**src/rtl/mem_arbiter_pkg.sv**
```systemverilog
// Shared types and widths for the two-client memory arbiter.
// The tie-break policy is selected by MEM_ARBITER_ROUND_ROBIN_EN (see mem_arb_select).
package mem_arbiter_pkg;

    localparam int RISCV_ADDR_WIDTH = 32;
    localparam int RISCV_WORD_WIDTH = 32;

    typedef enum logic [1:0] {
        S_IDLE = 2'd0,
        S_IMEM = 2'd1,
        S_DMEM = 2'd2
    } mem_arb_state_t;

    typedef enum logic {
        ARB_IMEM = 1'b0,
        ARB_DMEM = 1'b1
    } mem_arb_client_t;

endpackage

```
**src/rtl/mem_arb_select.sv**
```systemverilog
// Combinational grant selection between imem and dmem requests.
// MEM_ARBITER_ROUND_ROBIN_EN defined: ties alternate against last_grant; undefined: dmem wins ties.
module mem_arb_select
    import mem_arbiter_pkg::*;
(
    input  logic            imem_valid_i,
    input  logic            dmem_valid_i,
    input  mem_arb_client_t last_grant_i,
    output logic            grant_valid_o,
    output mem_arb_client_t grant_client_o
);

    assign grant_valid_o = imem_valid_i | dmem_valid_i;

`ifdef MEM_ARBITER_ROUND_ROBIN_EN
    always_comb begin
        grant_client_o = ARB_IMEM;
        if (imem_valid_i && dmem_valid_i) begin
            grant_client_o = (last_grant_i == ARB_IMEM) ? ARB_DMEM : ARB_IMEM;
        end else if (dmem_valid_i) begin
            grant_client_o = ARB_DMEM;
        end
    end
`else
    // Fixed priority never consults the grant history.
    logic w_unused_last_grant;
    assign w_unused_last_grant = (last_grant_i == ARB_DMEM);

    always_comb begin
        grant_client_o = dmem_valid_i ? ARB_DMEM : ARB_IMEM;
    end
`endif

endmodule

```
**src/rtl/mem_arbiter.sv**
```systemverilog
// Arbitrates the core's imem and dmem ports onto one shared memory bus, holding the
// captured request until mem_ready_i. Tie policy: MEM_ARBITER_ROUND_ROBIN_EN.
module mem_arbiter
    import mem_arbiter_pkg::*;
#(
    parameter int ADDR_WIDTH = RISCV_ADDR_WIDTH,
    parameter int DATA_WIDTH = RISCV_WORD_WIDTH
) (
    input  logic                    clk,
    input  logic                    rst,

    input  logic                    imem_valid_i,
    output logic                    imem_ready_o,
    input  logic [ADDR_WIDTH-1:0]   imem_addr_i,
    input  logic [DATA_WIDTH-1:0]   imem_wdata_i,
    input  logic [DATA_WIDTH/8-1:0] imem_we_i,
    output logic [DATA_WIDTH-1:0]   imem_rdata_o,

    input  logic                    dmem_valid_i,
    output logic                    dmem_ready_o,
    input  logic [ADDR_WIDTH-1:0]   dmem_addr_i,
    input  logic [DATA_WIDTH-1:0]   dmem_wdata_i,
    input  logic [DATA_WIDTH/8-1:0] dmem_we_i,
    output logic [DATA_WIDTH-1:0]   dmem_rdata_o,

    output logic                    mem_valid_o,
    input  logic                    mem_ready_i,
    output logic [ADDR_WIDTH-1:0]   mem_addr_o,
    output logic [DATA_WIDTH-1:0]   mem_wdata_o,
    output logic [DATA_WIDTH/8-1:0] mem_we_o,
    input  logic [DATA_WIDTH-1:0]   mem_rdata_i
);

    mem_arb_state_t               r_state;
    mem_arb_client_t              r_last_grant;
    logic                         r_mem_valid;
    logic [ADDR_WIDTH-1:0]        r_mem_addr;
    logic [DATA_WIDTH-1:0]        r_mem_wdata;
    logic [DATA_WIDTH/8-1:0]      r_mem_we;

    logic                         w_grant_valid;
    mem_arb_client_t              w_grant_client;

    mem_arb_select u_select (
        .imem_valid_i   (imem_valid_i),
        .dmem_valid_i   (dmem_valid_i),
        .last_grant_i   (r_last_grant),
        .grant_valid_o  (w_grant_valid),
        .grant_client_o (w_grant_client)
    );

    always_ff @(posedge clk) begin
        if (rst) begin
            r_state      <= S_IDLE;
            r_last_grant <= ARB_IMEM;
            r_mem_valid  <= 1'b0;
            r_mem_addr   <= '0;
            r_mem_wdata  <= '0;
            r_mem_we     <= '0;
        end else begin
            case (r_state)
                S_IDLE: begin
                    if (w_grant_valid) begin
                        r_last_grant <= w_grant_client;
                        r_mem_valid  <= 1'b1;
                        if (w_grant_client == ARB_DMEM) begin
                            r_state     <= S_DMEM;
                            r_mem_addr  <= dmem_addr_i;
                            r_mem_wdata <= dmem_wdata_i;
                            r_mem_we    <= dmem_we_i;
                        end else begin
                            r_state     <= S_IMEM;
                            r_mem_addr  <= imem_addr_i;
                            r_mem_wdata <= imem_wdata_i;
                            r_mem_we    <= imem_we_i;
                        end
                    end
                end
                S_IMEM, S_DMEM: begin
                    // Captured request stays frozen until the memory answers.
                    if (mem_ready_i) begin
                        r_state     <= S_IDLE;
                        r_mem_valid <= 1'b0;
                    end
                end
                default: begin
                    r_state     <= S_IDLE;
                    r_mem_valid <= 1'b0;
                end
            endcase
        end
    end

    // A client that withdrew its request gets no strobe; the response is dropped.
    assign imem_ready_o = !rst && (r_state == S_IMEM) && mem_ready_i && imem_valid_i;
    assign dmem_ready_o = !rst && (r_state == S_DMEM) && mem_ready_i && dmem_valid_i;

    assign imem_rdata_o = mem_rdata_i;
    assign dmem_rdata_o = mem_rdata_i;

    assign mem_valid_o = r_mem_valid;
    assign mem_addr_o  = r_mem_addr;
    assign mem_wdata_o = r_mem_wdata;
    assign mem_we_o    = r_mem_we;

endmodule

```
**config.mk**
```make
export PLATFORM = sky130hd
export DESIGN_NAME = mem_arbiter
export DESIGN_NICKNAME = d
export VERILOG_FILES = /design/src/rtl/mem_arbiter_pkg.sv /design/src/rtl/mem_arb_select.sv /design/src/rtl/mem_arbiter.sv
export SDC_FILE = /design/constraint.sdc
export NUM_CORES = 1
export LEC_CHECK = 0
export BUFFER_PORTS_ARGS = -buffer_cell sky130_fd_sc_hd__buf_2
export CORE_AREA = 3 3 120 122
export CTS_CLUSTER_DIAMETER = 100
export DETAILED_ROUTE_END_ITERATION = 8
export DIE_AREA = 0 0 123 125
export MAX_ROUTING_LAYER = met4
export SLEW_MARGIN = 30
export SYNTH_ARGS = -nofsm -noshare
export SYNTH_HDL_FRONTEND = slang
export SYNTH_HIERARCHICAL = 1
export SYNTH_SLANG_ARGS = --single-unit
```
**constraint.sdc**
```tcl
create_clock -name clk -period 4.09 [get_ports clk]
set_clock_uncertainty 0.05 [all_clocks]
set_input_delay 0.6135 -clock clk [delete_from_list [all_inputs] [get_ports clk]]
set_output_delay 0.6135 -clock clk [all_outputs]
set_load 0.05 [all_outputs]
```
==> results of run 1 <==
layer usage:
| metal | GRT usage (%) |
|---|---|
| met1 | 13.8 |
| met2 | 22.6 |
| met3 | 2.62 |
| met4 | 7.23 |
| met5 | - |
per-stage QoR:
step	hold slack [ns]	instances	area [µm²]	setup slack, ns
after global routing	0.480	705	4950	1.62
after CTS	0.453	705	4950	1.74
after detailed placement	0.443	689	4660	1.64
after global placement	0.437	689	4660	1.67
after floorplan	0.416	393	4050	2.09
==> summary.md, run 1 <==
| Metric | Value |
|---|---|
| DP Wirelength | `7890 µm` |
| Gr ovfl total | `0` |
| Post-CTS setup buffers | `0` |
| Initial antenna violation count | `0` |
| Clock buffer depth | `2` |
| First-pass GRT wire length | `about 16000 µm` |
| Err | `[ERROR DRT-0255] Maze Route cannot find path of net mem_rdata_i[16] in worker of routeBox ( 96600 0 ) ( 123000 48300 ).` |
| CTS buffer count | `9` |
| Clock root buffer | `clkbuf_16` |
| Rows | `42` |
| Htree depth | `3` |
| Syn Nets | `569` |
| Outcome | `stopped before the end` |
| GPL Wtd Cong | `0.740` |
| Post_cts resized | `0` |
| GRT Util Overall | `13.1%` |
| Synth warnings | `6` |
| Die height | `125 µm` |
| Synthesized area | `4050 µm²` |
| Syn Inst Count | `393` |
| # port buffers | `211` |
| Vias in the first global route | `approximately 3200` |
| Initial Util | `30.5%` |
| Horiz. Die Dim | `123 µm` |
| # IOs | `308` |
| Stopped at | `detailed routing (5_2_route)` |
| Syn avg cell area | `10.3 µm²` |
| Largest net degree at the start of global routing | `73` |
| Cts hold-fix bufs | `0` |
==> inputs of run 2 (changes only) <==
--- a/config.mk
+++ b/config.mk
@@ -6,11 +6,10 @@
 export NUM_CORES = 1
 export LEC_CHECK = 0
 export BUFFER_PORTS_ARGS = -buffer_cell sky130_fd_sc_hd__buf_2
-export CORE_AREA = 3 3 120 122
-export CTS_CLUSTER_DIAMETER = 100
+export CORE_AREA = 3 3 118 120
 export DETAILED_ROUTE_END_ITERATION = 8
-export DIE_AREA = 0 0 123 125
-export MAX_ROUTING_LAYER = met4
+export DIE_AREA = 0 0 121 123
+export PLACE_DENSITY_LB_ADDON = 0.15
 export SLEW_MARGIN = 30
 export SYNTH_ARGS = -nofsm -noshare
 export SYNTH_HDL_FRONTEND = slang
==> run 2 against run 1 <==
- the flow now finishes without violations
- global-route usage is 0.073 points higher
- synthesized area is the same
- synthesized cell count unchanged
==> summary.md, run 2 <==
| Metric | Value |
|---|---|
| Initial detailed-routing violation count | `83` |
| Drt first pass iters | `4` |
| Die height | `123 µm (was 125 µm)` |
| Synth warnings | `6 (unchanged)` |
| Ant. Diodes | `0` |
| Vias per cell | `4.49` |
| Crit-path max FO | `70` |
| Peak supply drop | `around 0.19 mV` |
| Worst-Margin Slew | `roughly 0.84 ns` |
| CTS tree | `built` |
| Outcome | `completed (was stopped before the end)` |
| Multi-input gate area | `1900 µm²` |
| Vias in the first global route | `3013 (was 3237)` |
| Syn Nets | `569 (unchanged)` |
| HP Class | `reg -> reg` |
| Leak | `0.00239 µW` |
| Met2 Usage GRT | `23.2% (was 22.6%)` |
| Cts hold-fix bufs | `0 (unchanged)` |
| Max cap viols | `0` |
| Synthesized area | `4050 µm² (unchanged)` |
| Relative slew slack | `44.3%` |
| Clock buffer depth | `2 (unchanged)` |
| Util after Layout | `approximately 37%` |
| GRT Util Overall | `13.2% (was 13.1%)` |
| # IOs | `308 (unchanged)` |
| CP endpoint kind | `register` |
| Post_cts resized | `0 (unchanged)` |
| Die area | `14900 µm²` |
| GRT busiest layer | `met2 (unchanged)` |
| Initial Util | `31.0% (was 30.5%)` |
| GPL Wtd Cong | `0.702 (was 0.740)` |
| CP Class | `in -> reg` |
| Syn avg cell area | `10.3 µm² (unchanged)` |
| CP required | `4.29 ns` |
| Fin. Hold Viols | `0` |
| Post-CTS setup buffers | `0 (unchanged)` |
| Antenna Nets Post-Route | `0` |
| Wirelength per Cell | `14.9 µm` |
| Syn Inst Count | `393 (unchanged)` |
| Fmax | `roughly 380 MHz` |
| RSZ-0062 raised after global routing | `no` |
| FF/Latch Area | `1420 µm²` |
| DP Wirelength | `7990 µm (was 7890 µm)` |
| Clock root buffer | `clkbuf_16 (unchanged)` |
| Power Dens Cells | `between 400 and 500 nW/µm²` |
| Worst-Skew Late Latency | `0.33 ns` |
| GR Util met3 | `4.12% (was 2.62%)` |
| # setup viols final | `0` |
| Tmin final | `approximately 2.6 ns` |
| Largest net degree at the start of global routing | `71 (was 73)` |
| First-pass GRT wire length | `15100 µm (was 15600 µm)` |
| Nets@finish | `698` |
| Gr ovfl total | `0 (unchanged)` |
| Area Growth Syn to Fin | `20.9%` |
| Most frequent cells in the layout | `buf_2 (209), dfxtp_1 (71), nor2_1 (69)` |
| Fin area | `4900 µm²` |
| Fill cells | `1349` |
| Initial antenna violation count | `0 (unchanged)` |
| DRC | `0` |
| Setup TNS | `0 ns` |
| # port buffers | `211 (unchanged)` |
| Nature of the critical path startpoint | `primary input` |
| Pins Over Slew Limit | `0` |
| Clk sinks | `71` |
| Total wire length | `10500 µm` |
| Most common cell after layout, fill and taps aside | `buf_2` |
| Horiz. Die Dim | `121 µm (was 123 µm)` |
| Via count | `3149` |
| Arr. time, crit path | `2.80 ns` |
| Grt met1 use | `13.7% (was 13.8%)` |
| Share of cells above drive strength 1 | `roughly 55%` |
| Worst-path clk slew | `0.06 ns` |
| Placed inst area | `4640 µm² (was 4660 µm²)` |
| Rows | `42 (unchanged)` |
| CTS buffer count | `9 (unchanged)` |
| Fin crit share | `63.6%` |
| Core Region | `13100 µm²` |
| Htree depth | `3 (unchanged)` |
-- run 2: metrics by stage --
stage / worst slack, ns / hold WS (ns) / cells / total power (µW)
global placement: 1.19 / 0.435 / 687 / 1660
global route: 1.28 / 0.473 / 702 / 2480
CTS: 1.47 / 0.449 / 702 / 2390
floorplan: 2.09 / 0.416 / 393 / 1660
finish: 1.49 / 0.446 / 702 / 2350
detailed placement: 1.10 / 0.441 / 687 / 1670
-- run 2: layout make-up --
type | instances | area share, %
inverter | 2 | 0.153
timing repair buffer | 214 | 22.4
clock inverter | 1 | 0.102
clock buffer | 14 | 5.18
multi-input combinational | 224 | 38.7
tap | 176 | 4.49
sequential | 71 | 29.0
-- run 2: critical path, cell delays in order --
cell      delay (ns)
buf_4           0.44
or2_1           0.26
and2_4          0.71
buf_12          0.40
nor2_1          0.09
a211oi_2        0.20
-- run 2: where the power goes --
part           leakage (µW)  switching, µW  internal (µW)
registers          0.000591           43.4            784
logic               0.00168            574            241
clock network      0.000127            281            423
-- run 2: path summary, 6_finish.rpt --
path / from / slack [ns] / depth (start not counted) / end
setup / recovery: dmem_valid_i / 1.49 / 6 / mem_addr_o[5]
hold reg to reg: mem_addr_o[15] / 0.45 / 2 / mem_addr_o[15]
setup reg to reg: r_state[0] / 1.83 / 6 / mem_addr_o[5]
hold / removal: mem_addr_o[15] / 0.45 / 2 / mem_addr_o[15]
-- run 2: layer usage --
metal / share of wire (%) / up-vias
li1: - / 1571
met1: 38 / 1404
met2: 50 / 137
met3: 8.8 / 37
met4: 3.7 / 0
met5: 0 / -
Note: power is estimated with default switching activity, not from simulation.
==> inputs of run 3 (changes only) <==
--- a/config.mk
+++ b/config.mk
@@ -5,10 +5,11 @@
 export SDC_FILE = /design/constraint.sdc
 export NUM_CORES = 1
 export LEC_CHECK = 0
+export ABC_AREA = 1
 export BUFFER_PORTS_ARGS = -buffer_cell sky130_fd_sc_hd__buf_2
-export CORE_AREA = 3 3 118 120
+export CORE_AREA = 3 3 120 122
 export DETAILED_ROUTE_END_ITERATION = 8
-export DIE_AREA = 0 0 121 123
+export DIE_AREA = 0 0 123 125
 export PLACE_DENSITY_LB_ADDON = 0.15
 export SLEW_MARGIN = 30
 export SYNTH_ARGS = -nofsm -noshare
==> constraint.sdc (replaced) <==
create_clock -name clk -period 2.7 [get_ports clk]
set_clock_uncertainty 0.05 [all_clocks]
set_input_delay 0.405 -clock clk [delete_from_list [all_inputs] [get_ports clk]]
set_output_delay 0.405 -clock clk [all_outputs]
set_load 0.05 [all_outputs]
==> run 3 against run 2 <==
- worst hold slack got worse by 0.12 ns
- die area increased by 3.3%
- critical path depth fell by 1
- largest power group unchanged
- synthesized area is 2.8% higher
- worst setup slack lost 0.57 ns
- sequential cell count did not move
==> summary.md, run 3 <==
| Metric | Value |
|---|---|
| Worst-Margin Slew | `0.777 ns (was 0.835 ns)` |
| Largest net degree at the start of global routing | `140 (was 71)` |
| Vias in the first global route | `3893 (was 3013)` |
| Die height | `125 µm (was 123 µm)` |
| Drt first pass iters | `4 (unchanged)` |
| Nature of the critical path startpoint | `register (was primary input)` |
| Total wire length | `11900 µm (was 10500 µm)` |
| Wirelength per Cell | `12.0 µm (was 14.9 µm)` |
| Power Dens Cells | `714 nW/µm² (was 479 nW/µm²)` |
| Leak | `0.00318 µW (was 0.00239 µW)` |
| DRC | `0 (unchanged)` |
| Initial Util | `31.3% (was 31.0%)` |
| Via count | `4171 (was 3149)` |
| Antenna Nets Post-Route | `0 (unchanged)` |
| Outcome | `completed (unchanged)` |
| Synth warnings | `6 (unchanged)` |
| Fmax | `between 500 and 600 MHz` |
| Slowest stage delay, CP | `0.33 ns (was 0.71 ns)` |
| Initial antenna violation count | `1 (was 0)` |
| Area Growth Syn to Fin | `21.6% (was 20.9%)` |
| Initial detailed-routing violation count | `248 (was 83)` |
| HP Class | `in -> reg (was reg -> reg)` |
| Syn avg cell area | `6.13 µm² (was 10.3 µm²)` |
| Horiz. Die Dim | `123 µm (was 121 µm)` |
| Total power | `3620 µW (was 2350 µW)` |
| First-pass GRT wire length | `18500 µm (was 15100 µm)` |
| # IOs | `308 (unchanged)` |
| Most frequent cells in the layout | `nand2_1 (215), buf_2 (211), nor2_1 (138) (was buf_2 (209), dfxtp_1 (71), nor2_1 (69))` |
| Worst-path clk slew | `0.05 ns (was 0.06 ns)` |
| Relative slew slack | `48.2% (was 44.3%)` |
| Most common cell after layout, fill and taps aside | `nand2_1 (was buf_2)` |
| CP endpoint kind | `primary output (was register)` |
| CTS tree | `built (unchanged)` |
| RSZ-0062 raised after global routing | `no (unchanged)` |
| GPL Wtd Cong | `0.746 (was 0.702)` |
| Setup TNS | `0 ns (unchanged)` |
| GRT Util Overall | `15.0% (was 13.2%)` |
| CP required | `2.25 ns (was 4.29 ns)` |
| CP Cell Sequence | `inv_1, ha_1, nand2_1, nor2_1, buf_2 (was buf_4, or2_1, and2_4, buf_12, nor2_1, a211oi_2)` |
| DP Wirelength | `8710 µm (was 7990 µm)` |
| CP Class | `reg -> out (was in -> reg)` |
| Syn Inst Count | `680 (was 393)` |
| Synthesized area | `4170 µm² (was 4050 µm²)` |
| Vias per cell | `4.23 (was 4.49)` |
| Fin area | `5070 µm² (was 4900 µm²)` |
| Max cap viols | `0 (unchanged)` |
| Arr. time, crit path | `1.33 ns (was 2.80 ns)` |
| CTS buffer count | `9 (unchanged)` |
| Rows | `42 (unchanged)` |
| Share of cells above drive strength 1 | `28.9% (was 54.8%)` |
| Fin. Hold Viols | `0 (unchanged)` |
| Pins Over Slew Limit | `0 (unchanged)` |
| Crit-path max FO | `3 (was 70)` |
| Htree depth | `3 (unchanged)` |
| Cts hold-fix bufs | `0 (unchanged)` |
| Clock buffer depth | `2 (unchanged)` |
| Clock root buffer | `clkbuf_16 (unchanged)` |
| Post_cts resized | `0 (unchanged)` |
| CP max-delay cell | `dfxtp_1 (was and2_4)` |
| Peak supply drop | `0.227 mV (was 0.193 mV)` |
| Syn Nets | `856 (was 569)` |
| Worst-Skew Late Latency | `0.33 ns (about the same)` |
| Gr ovfl total | `0 (unchanged)` |
| Placed inst area | `4780 µm² (was 4640 µm²)` |
| Nets@finish | `981 (was 698)` |
| Fin crit share | `between 60% and 70%` |
| # port buffers | `211 (unchanged)` |
| Die area | `15400 µm² (was 14900 µm²)` |
| Core Region | `13300 µm² (was 13100 µm²)` |
| # setup viols final | `0 (unchanged)` |
| Clk sinks | `71 (unchanged)` |
| Post-CTS setup buffers | `0 (unchanged)` |
| Tmin final | `between 1.5 and 2 ns` |
run 3: area by class of cell:
| type | instances | area [µm²] |
|---|---|---|
| antenna | 1 | 2.50 |
| clock buffer | 14 | 274 |
| clock inverter | 2 | 13.8 |
| fill | 1499 | 8230 |
| inverter | 76 | 288 |
| multi-input combinational | 430 | 1730 |
| sequential | 71 | 1420 |
| tap | 176 | 220 |
| timing repair buffer | 217 | 1110 |
run 3: power breakdown:
part | internal, µW | switching (µW) | total (µW)
logic | 335 | 892 | 1230
registers | 1190 | 67.5 | 1250
clock network | 698 | 437 | 1130
run 3: per-stage QoR:
| step | hold WS, ns | worst slack (ns) | std cells | util, % |
|---|---|---|---|---|
| after floorplan | 0.406 | 0.740 | 680 | - |
| after global placement | 0.399 | 0.919 | 970 | 35.9 |
| after detailed placement | 0.405 | 0.863 | 970 | 35.9 |
| after CTS | 0.309 | 0.882 | 986 | 38.1 |
| after global routing | 0.321 | 0.824 | 987 | 38.1 |
| final | 0.323 | 0.919 | 987 | 38.1 |
run 3: per-layer routing:
metal	up-vias	GRT usage, %	share of wire, %
li1	2192	-	-
met1	1808	16.7	39
met2	154	26.3	50
met3	17	4.83	9.2
met4	0	5.60	1.6
met5	-	0	0
run 3: worst max-delay path: cells and delay by family (launching register included):
family,cells,cell delay [ns]
buffers and inverters,2,0.35
flip-flops,1,0.33
AND/OR/NAND/NOR,2,0.17
adder cells (fa/ha/maj),1,0.15
run 3: final timing paths:
path | start | to | slack [ns] | cells after the start
max | r_state[0] | dmem_ready_o | 0.92 | 5
min | dmem_addr_i[28] | mem_addr_o[28] | 0.32 | 5
max reg2reg | r_state[0] | mem_wdata_o[1] | 1.00 | 8
min reg2reg | mem_valid_o | mem_valid_o | 0.41 | 2
==> inputs of run 4 (changes only) <==
--- a/config.mk
+++ b/config.mk
@@ -5,11 +5,11 @@
 export SDC_FILE = /design/constraint.sdc
 export NUM_CORES = 1
 export LEC_CHECK = 0
-export ABC_AREA = 1
+export ABC_AREA = 0
 export BUFFER_PORTS_ARGS = -buffer_cell sky130_fd_sc_hd__buf_2
-export CORE_AREA = 3 3 120 122
+export CORE_AREA = 3 3 119 121
 export DETAILED_ROUTE_END_ITERATION = 8
-export DIE_AREA = 0 0 123 125
+export DIE_AREA = 0 0 122 124
 export PLACE_DENSITY_LB_ADDON = 0.15
 export SLEW_MARGIN = 30
 export SYNTH_ARGS = -nofsm -noshare
==> constraint.sdc (replaced) <==
create_clock -name clk -period 1.5 [get_ports clk]
set_clock_uncertainty 0.05 [all_clocks]
set_input_delay 0.225 -clock clk [delete_from_list [all_inputs] [get_ports clk]]
set_output_delay 0.225 -clock clk [all_outputs]
set_load 0.05 [all_outputs]
==> run 4 against run 3 <==
- first-iteration DRC count is 60% lower
- die area is 1.6% lower
- worst hold slack worse by 0.15 ns
- clock-buffer cell count is 2 lower
- via count is 23% lower
- clock power is 89% higher
- total power is 86% higher
- worst setup slack worse by 0.90 ns
- final cell count is 28% lower
- critical path type unchanged
- global-route usage is 1.5 points lower
==> summary.md, run 4 (synthesized netlist as in run 2, its figures left out) <==
| Metric | Value |
|---|---|
| Worst setup path startpoint | `r_state[1] (was r_state[0])` |
| Worst-path clk slew | `0.06 ns (was 0.05 ns)` |
| Max cap viols | `0 (unchanged)` |
| Arr. time, crit path | `1.21 ns (was 1.33 ns)` |
| DRC | `0 (unchanged)` |
| Fin cells | `709 (was 987)` |
| Wirelength per Cell | `14.7 µm (was 12.0 µm)` |
| HP Class | `in -> reg (unchanged)` |
| Outcome | `completed (unchanged)` |
| Antenna Nets Post-Route | `0 (unchanged)` |
| Area Growth Syn to Fin | `26.1% (was 21.6%)` |
| CP Class | `reg -> out (unchanged)` |
| Util after Layout | `38.8% (was 38.1%)` |
| Clk pwr share | `31.9% (was 31.4%)` |
| # setup viols final | `0 (unchanged)` |
| CP required | `1.22 ns (was 2.25 ns)` |
| Horiz. Die Dim | `122 µm (was 123 µm)` |
| Vias in the first global route | `3163 (was 3893)` |
| Fin. Hold Viols | `0 (unchanged)` |
| Largest net degree at the start of global routing | `72 (was 140)` |
| Nature of the critical path startpoint | `register (unchanged)` |
| Pint | `4230 µW (was 2220 µW)` |
| Most common cell after layout, fill and taps aside | `buf_2 (was nand2_1)` |
| CTS tree | `built (unchanged)` |
| Switching share of power | `37.0% (was 38.6%)` |
| # port buffers | `211 (unchanged)` |
| Drt first pass iters | `4 (unchanged)` |
| Hold Startpoint | `mem_ready_i (was dmem_addr_i[28])` |
| Core Region | `13200 µm² (was 13300 µm²)` |
| CTS buffer count | `9 (unchanged)` |
| Worst-Skew Late Latency | `0.33 ns (about the same)` |
| Rows | `42 (unchanged)` |
| Multi-input gate area | `1920 µm² (was 1730 µm²)` |
| GPL Wtd Cong | `0.738 (was 0.746)` |
| Fill cells | `1342 (was 1499)` |
| CP max-delay cell | `dfxtp_2 (was dfxtp_1)` |
| Clk sinks | `71 (unchanged)` |
| Pins Over Slew Limit | `0 (unchanged)` |
| Htree depth | `3 (unchanged)` |
| Post-CTS setup buffers | `0 (unchanged)` |
| Worst-Margin Slew | `0.496 ns (was 0.777 ns)` |
| Worst R2R Start | `r_state[0] (unchanged)` |
| Ant. Diodes | `0 (was 1)` |
| Crit-path max FO | `3 (unchanged)` |
| GRT Util Overall | `13.5% (was 15.0%)` |
| Die height | `124 µm (was 125 µm)` |
| WHS | `0.172 ns (was 0.323 ns)` |
| Placement Setup Slack | `0.0693 ns (was 0.863 ns)` |
| Peak supply drop | `0.418 mV (was 0.227 mV)` |
| Initial antenna violation count | `0 (was 1)` |
| Most frequent cells in the layout | `buf_2 (207), dfxtp_1 (69), mux2i_1 (68) (was nand2_1 (215), buf_2 (211), nor2_1 (138))` |
| Initial Util | `30.7% (was 31.3%)` |
| FF/Latch Area | `1420 µm² (about the same)` |
| # IOs | `308 (unchanged)` |
| Post-Place Cells | `694 (was 970)` |
| Setup TNS | `0 ns (unchanged)` |
| Die area | `15100 µm² (was 15400 µm²)` |
| Share of cells above drive strength 1 | `58.3% (was 28.9%)` |
| Comb power frac | `34.4% (was 33.9%)` |
| Cts hold-fix bufs | `0 (unchanged)` |
| Vias per cell | `4.55 (was 4.23)` |
| RSZ-0062 raised after global routing | `yes (was no)` |
| Leak | `0.00247 µW (was 0.00318 µW)` |
| Initial detailed-routing violation count | `99 (was 248)` |
| Total wire length | `10400 µm (was 11900 µm)` |
| Clock root buffer | `clkbuf_16 (unchanged)` |
| Final WS setup | `0.0192 ns (was 0.919 ns)` |
| Relative slew slack | `66.9% (was 48.2%)` |
| Power Dens Cells | `1310 nW/µm² (was 714 nW/µm²)` |
| Slowest stage delay, CP | `0.33 ns (about the same)` |
| Via count | `3227 (was 4171)` |
| Tmin final | `1.48 ns` |
| Flop pwr share | `33.7% (was 34.7%)` |
| First-pass GRT wire length | `15700 µm (was 18500 µm)` |
| Gr ovfl total | `0 (unchanged)` |
| Net Switching | `2480 µW (was 1400 µW)` |
| Fmax | `675 MHz` |
| Fin crit share | `between 90 and 100%` |
| Nets@finish | `705 (was 981)` |
| CP Cell Sequence | `inv_2, ha_2, and3_4, buf_8 (was inv_1, ha_1, nand2_1, nor2_1, buf_2)` |
| CP endpoint kind | `primary output (unchanged)` |
| DP Wirelength | `7920 µm (was 8710 µm)` |
| Clock buffer depth | `2 (unchanged)` |
==> run 4: changes by cell type in the layout (fill, tap and decap cells not counted), moves of 4 or more <==
cell / delta
nand2_1: -215
inv_1: -74
nor2_1: -73
nand3_1: -70
mux2i_1: +68
a211oi_2: +62
a211oi_1: +6
buf_12: +4
buf_2: -4
nor2_2: +4
==> run 4: cell type report <==
type	instances	share of cell area [%]
sequential	71	27.9
clock buffer	12	5.02
tap	176	4.31
multi-input combinational	224	37.6
timing repair buffer	221	24.2
clock inverter	3	0.832
inverter	2	0.147
==> run 4: worst max-delay path, delay by kind of cell, from the launching register on <==
family,cells,cell delay [ns]
AND/OR/NAND/NOR,1,0.18
adder cells (fa/ha/maj),1,0.17
flip-flops,1,0.33
buffers and inverters,2,0.20
==> run 4: per-layer routing <==
metal  part of all wire, %  track usage, %  up-vias
met1                    38            15.1     1444
met3                   9.2            4.13       24
met4                   2.5            7.21        0
met2                    50            23.0      170
li1                      -               -     1589
met5                     0               0        -
==> run 4: per-stage QoR <==
stage,total power [µW],instance area (µm²)
after global placement,4590,4760
after global routing,7100,5110
after CTS,6830,5090
after detailed placement,4620,4760
final,6720,5110
after floorplan,4520,4050
==> run 4: final timing paths <==
path / endpoint / slack [ns] / cells past startpoint
max: imem_ready_o / 0.02 / 4
min: mem_valid_o / 0.17 / 4
min reg2reg: mem_addr_o[17] / 0.44 / 2
max reg2reg: mem_wdata_o[11] / 0.08 / 6
==> run 4: timing repair <==
item / in CTS / in global routing
resized for setup: 14 / 6
endpoints found under the setup margin: 2 / 26
hold endpoints to repair: 0 / 0
pin swaps: 0 / 2
==> run 4: power groups by stage <==
stage          logic, µW  registers (µW)  clock network [µW]
2_1_floorplan       1380            3140                   0
3_3_place_gp        2290            2300                   0
3_5_place_dp        2320            2300                   0
4_1_cts             2330            2270                2230
5_1_grt             2470            2300                2320
6_report            2310            2270                2140
